File: src/rtl/id_ex_pipe_reg.sv
// ID->EX pipeline register: captures the decode control word, operands and register fields.
// Supports stall (hold), flush (bubble), a valid bit and a saturating flush counter.
module id_ex_pipe_reg #(
    parameter int unsigned WIDTH     = 32,
    parameter int unsigned CNT_WIDTH = 16
) (
    input  logic                 clk,
    input  logic                 reset_n,
    input  logic                 stall_E,
    input  logic                 flush_E,
    input  logic                 valid_D,
    input  logic                 MemToReg_D,
    input  logic                 MemWrite_D,
    input  logic                 ALUSrc_D,
    input  logic                 RegDest_D,
    input  logic                 RegWrite_D,
    input  logic                 JAL_D,
    input  logic                 JR_D,
    input  logic                 shift_D,
    input  logic                 Branch_eq_D,
    input  logic                 Branch_ne_D,
    input  logic [2:0]           ALUControl_D,
    input  logic [WIDTH-1:0]     RD1_D,
    input  logic [WIDTH-1:0]     RD2_D,
    input  logic [WIDTH-1:0]     SignImm_D,
    input  logic [WIDTH-1:0]     PCPlus4_D,
    input  logic [4:0]           Rs_D,
    input  logic [4:0]           Rt_D,
    input  logic [4:0]           Rd_D,
    input  logic [4:0]           Shamt_D,
    output logic                 valid_E,
    output logic                 MemToReg_E,
    output logic                 MemWrite_E,
    output logic                 ALUSrc_E,
    output logic                 RegDest_E,
    output logic                 RegWrite_E,
    output logic                 JAL_E,
    output logic                 JR_E,
    output logic                 shift_E,
    output logic                 Branch_eq_E,
    output logic                 Branch_ne_E,
    output logic [2:0]           ALUControl_E,
    output logic [WIDTH-1:0]     RD1_E,
    output logic [WIDTH-1:0]     RD2_E,
    output logic [WIDTH-1:0]     SignImm_E,
    output logic [WIDTH-1:0]     PCPlus4_E,
    output logic [4:0]           Rs_E,
    output logic [4:0]           Rt_E,
    output logic [4:0]           Rd_E,
    output logic [4:0]           Shamt_E,
    output logic [CNT_WIDTH-1:0] bubble_cnt
);

    localparam int unsigned CtrlW = 13;

    logic [CtrlW-1:0] ctrl_d;
    logic [CtrlW-1:0] ctrl_q;

    assign ctrl_d = {MemToReg_D, MemWrite_D, ALUSrc_D, RegDest_D, RegWrite_D, JAL_D, JR_D,
                     shift_D, Branch_eq_D, Branch_ne_D, ALUControl_D};

    assign {MemToReg_E, MemWrite_E, ALUSrc_E, RegDest_E, RegWrite_E, JAL_E, JR_E,
            shift_E, Branch_eq_E, Branch_ne_E, ALUControl_E} = ctrl_q;

    always_ff @(posedge clk) begin
        if (!reset_n || flush_E) begin
            ctrl_q    <= '0;
            valid_E   <= 1'b0;
            RD1_E     <= '0;
            RD2_E     <= '0;
            SignImm_E <= '0;
            PCPlus4_E <= '0;
            Rs_E      <= '0;
            Rt_E      <= '0;
            Rd_E      <= '0;
            Shamt_E   <= '0;
        end else if (!stall_E) begin
            // An invalid decode slot must never carry live control into EX.
            ctrl_q    <= valid_D ? ctrl_d : '0;
            valid_E   <= valid_D;
            RD1_E     <= RD1_D;
            RD2_E     <= RD2_D;
            SignImm_E <= SignImm_D;
            PCPlus4_E <= PCPlus4_D;
            Rs_E      <= Rs_D;
            Rt_E      <= Rt_D;
            Rd_E      <= Rd_D;
            Shamt_E   <= Shamt_D;
        end
    end

    always_ff @(posedge clk) begin
        if (!reset_n) begin
            bubble_cnt <= '0;
        end else if (flush_E && (bubble_cnt != {CNT_WIDTH{1'b1}})) begin
            bubble_cnt <= bubble_cnt + CNT_WIDTH'(1);
        end
    end

endmodule

File: config.mk
export PLATFORM = sky130hd
export DESIGN_NAME = id_ex_pipe_reg
export DESIGN_NICKNAME = d
export VERILOG_FILES = /design/src/rtl/id_ex_pipe_reg.sv
export SDC_FILE = /design/constraint.sdc
export NUM_CORES = 1
export LEC_CHECK = 0
export CELL_PAD_IN_SITES_DETAIL_PLACEMENT = 1
export CELL_PAD_IN_SITES_GLOBAL_PLACEMENT = 1
export CORE_MARGIN = 2
export CORE_UTILIZATION = 31
export CTS_CLUSTER_SIZE = 25
export DETAILED_ROUTE_END_ITERATION = 12
export PLACE_DENSITY_LB_ADDON = 0.15
export SYNTH_ARGS = -nofsm -noshare
export SYNTH_HDL_FRONTEND = slang
export SYNTH_SLANG_ARGS = --single-unit
File: constraint.sdc
create_clock -name clk -period 3.1 [get_ports clk]
set_clock_uncertainty 0.05 [all_clocks]
set_input_delay 0.62 -clock clk [delete_from_list [all_inputs] [get_ports clk]]
set_output_delay 0.62 -clock clk [all_outputs]
set_load 0.05 [all_outputs]
After elaboration in Yosys (flattened, before gate mapping) --
Index checks and enable logic that the tools add are counted.
Word-level totals: register bits 178, input bits 166, output and inout bits 178, logic and storage cells 17
Operators by class: $add $sub $neg 1, equal/unequal tests 1, mux-type cells 1, reductions and logical operators 3
Operators by type and width (number):
- $add 16x1->16 const B | 1
- $ne 16x16->1 const B | 1
- $mux 13 | 1
- $logic_and 1x1->1 | 1
- $logic_not 1->1 | 1
- $logic_or 1x1->1 | 1

Logic depth before layout (Yosys ltp) --
depth after elaboration 2, mapped depth 5, depth with buffers taken out 5

Worst setup path before layout --
OpenSTA, ideal clock, no wires.
path kind flip-flop to flip-flop, start point register bubble_cnt[0], end point register bubble_cnt[7], setup time 0.069 ns, data arrival time 2.023 ns, data required time 2.981 ns, path slack 0.958 ns, stages on the path, launching flop included 6, path buffers 0, clock period less this slack 2.142 ns, path through dfxtp_1 ha_1 nand4_1 or4_1 and3_1 o21ai_1
On the way: cells in the longest elaborated chain, start to end 2, elaborated cells on any way between the ends 3, those cells by class 1 x add/sub; 1 x eq/ne; 1 x reduce/logical
Ends and longest elaborated chain:
- from (decl) | RTL line 51 | output logic [CNT_WIDTH-1:0] bubble_cnt
- from (signal assigned) | RTL line 96 | bubble_cnt <= bubble_cnt + CNT_WIDTH'(1);
- parallel branches: the longest is 2 deep, another holds $add 16x1->16
Parallel ways; which one is timed is not known. A chain may end at the register's enable or synchronous reset.

Worst setup path in the final report --
start point register bubble_cnt[8], end point output bubble_cnt[8]
No word-level cell between the ends.

==> impl_metrics.tcl <==
set metrics [dict create \
    crit_required_ns 2.43 \
    synth_warnings 0 \
    track_usage_pct 19.3 \
    grt_overflow 0 \
    setup_ws_ns 0.614 \
    slew_viol_final 0 \
    leakage_nw 4.29 \
    path_delay_family "buffers and inverters" \
    core-area_um2 20300 \
    grt_max_degree 84 \
    num_io_pins 344 \
    clockBufferDepth 2 \
    rsz0062_at_grt "no" \
    status "completed" \
    worstHoldPathCells 2 \
    dp_hpwl_um 15500 \
    cp-startpoint "bubble_cnt[8]$_SDFFE_PN0P_" \
    cts_tree "yes" \
    clock.fmax_mhz 402 \
    ys_seq_elements 178 \
    syn_area_um2 6430 \
    slowest_stage "clkdlybuf4s50_1" \
    ys_seq_area_share_pct 55.4 \
    period_needed_ns 2.49 \
    slew-limit-headroom_pct 49.0 \
    drc 0 \
    grt_pass1_wl_um 32500 \
    critPathLaunchType "register" \
    multiInputGateArea_um2 2710 \
    cp_max_fo 7 \
    syn2layout_area_growth_pct 67.2 \
    critPathKind "register to output pin" \
    nets 1121 \
    clock_latency_ns 0.43 \
    wl_per_cell_um 17.2 \
    layout-drive-gt1-share_pct 4.55 \
    cts_setup_buffers 0 \
    clock-sinks 178 \
    wl_um 21400 \
    regArea_um2 3560 \
    syn_avg_cell_area_um2 10.3 \
    antenna_found_initial 2 \
    gp_congestion 0.752 \
    yosysTopAreaCell "dfxtp_1" \
    rows 52 \
    setup_tns_ns 0 \
    worst-path-buf-inv 1 \
    hold_end "RD1_E[20]$_SDFFE_PP0N_" \
    io_buffers 343 \
    synthArstFlopShare_pct 0 \
    r2r_setup_slack_ns 1.06 \
    dp_slack_ns 0.592 \
    tightest_slew_ns 0.758 \
    netlist_instances 623 \
    synth_top_area_share_pct 55.4 \
    cp_cell_sequence "clkdlybuf4s50_1" \
    slowest_delay_ns 0.87 \
    viasPerCell 4.59 \
    synth_fp_nets 790 \
    netlist_top_cells_area "dfxtp_1 (55%), mux2i_1 (24%), nor2_1 (9.6%), a22oi_1 (1.5%), clkbuf_1 (1.5%)" \
    die_y_um 148 \
    peakVddDrop_mv 0.374 \
    die_w_um 148 \
    cp-end-kind "output pin" \
    cts-root-buf "clkbuf_16" \
    drt-initial-drc-count 151 \
    h-tree-depth 4 \
    clkTransAtPathRegs_ns 0.07 \
    numCtsBuffers 17 \
    holdBufCountCts 0 \
    hp-start "RD1_E[20]$_SDFFE_PP0N_" \
    synth_flop_cell "dfxtp_1" \
    grt_pass1_vias 5965 \
    maxCapViolations 0 \
    reg2reg_from "bubble_cnt[0]$_SDFFE_PN0P_" \
    hp-class "register to register" \
    vias 5687 \
    cts_resized 0 \
    ant_nets 0 \
    synth_edf_count 0 \
    start_util_pct 31.7 \
    setup_violations 0 \
    r2r_cells 5 \
    p_per_area_nw_per_um2 508 \
    r2r-end "bubble_cnt[15]$_SDFFE_PN0P_" \
    fillCellCount 2233 \
    final.period_utilization_pct 80.2 \
    crit_arrival_ns 1.82 \
    die-area_um2 21900 \
    ys_types 34 \
    hold_viol_final 0 \
    dr.pass1.iters 4 \
]
[stage by stage]
step	total power [W]	instances	cell area (um2)	utilization, %	hold slack, ns
CTS	0.00555	1237	10700	52.9	0.452
floorplan	0.00291	623	6430	-	0.652
global route	0.00569	1239	10700	52.9	0.478
finish	0.00546	1239	10700	52.9	0.444
detailed placement	0.00332	1205	10100	50.0	0.434
global placement	0.00331	1205	10100	50.0	0.422
[Yosys cell counts (2+ instances only)]
cell type	instances
dfxtp_1	178
nor2_1	165
mux2i_1	151
clkbuf_1	25
a22oi_1	13
nand2_1	11
a21oi_1	9
buf_2	7
nor4_1	7
buf_1	6
nand3_1	6
o21ai_0	5
or3_1	5
inv_1	4
nand4_1	4
nand2b_1	3
or4_1	3
nor2b_1	2
o21a_1	2
o31a_1	2
o31ai_1	2
[cells in the final DEF, fill, tap and decap left out, drive strengths merged]
master         netlist  final
a21oi                9      9
ha                   1      1
a211oi               1      1
buf                 13      7
o31a                 2      2
nor2               165    165
mux2i              151    151
o21a                 2      2
bufinv               0      2
a22oi               13     13
clkbuf              25     20
or2                  1      1
inv                  4      9
nand2               11     11
nand2b               3      3
a21o                 1      1
dfxtp              178    178
nand3                6      6
clkdlybuf4s50        0    342
or3b                 1      1
clkinv               0      4
o41ai                1      1
o31ai                2      2
or4                  3      3
o311a                1      1
o21ai                6      6
nor4                 7      7
clkinvlp             0      2
or3                  5      5
nor2b                2      2
and3                 1      1
diode                0      2
nand4                6      6
nand4b               1      1
o311ai               1      1
[worst max path at each step]
stage	endpoint	cells after the start
global route	bubble_cnt[8]	1
detailed placement	bubble_cnt[14]$_SDFFE_PN0P_	5
CTS	bubble_cnt[8]	1
finish	bubble_cnt[8]	1
floorplan	bubble_cnt[7]$_SDFFE_PN0P_	5
global placement	bubble_cnt[14]$_SDFFE_PN0P_	5
[worst reg2reg max path: stages, from the launching register on]
cell and delay (ns):
dfxtp_1 0.38, ha_1 0.30, nand4_1 0.18, or3b_4 0.43, or4_1 0.49, a21oi_1 0.15
[area by class of cell]
class                           instances  area share (%)
Sequential cell                       178            33.2
Timing Repair Buffer                  350            32.8
Multi-Input combinational cell        403            25.2
Clock inverter                         13            1.41
Antenna cell                            2          0.0466
Tap cell                              270            3.14
Inverter                                4           0.140
Clock buffer                           19            4.12
[report_power, final]
group          internal, W  total (W)  switching [W]
registers          0.00236    0.00239      0.0000375
logic             0.000406   0.000865       0.000460
clock network      0.00123    0.00220       0.000972
total              0.00399    0.00546        0.00147
[kinds of logic after synthesis]
logic type	count (synthesis)	synth area share [%]
AOI/OAI and AO/OA	39	4.09
adders and majority gates	1	0.195
buffers and inverters	42	2.59
DFF	178	55.4
muxes	151	23.5
and+or+nand+nor	212	14.2
[layer usage]
metal	global-route usage [%]	up-vias	routed length, um
met1	19.7	2678	7810
li1	-	2792	-
met3	8.30	27	1900
met4	6.90	0	412
met5	0	-	0
met2	35.1	190	11200
[sequential cells by signal (all words and copies together) (netlist names)]
signal and count:
SignImm_E 32, Rs_E 5, Shamt_E 5, valid_E 1, Rd_E 5, RD2_E 32, bubble_cnt 16, RD1_E 32
ctrl_q 13, PCPlus4_E 32, Rt_E 5
Note: power is estimated with default switching activity, not from simulation.
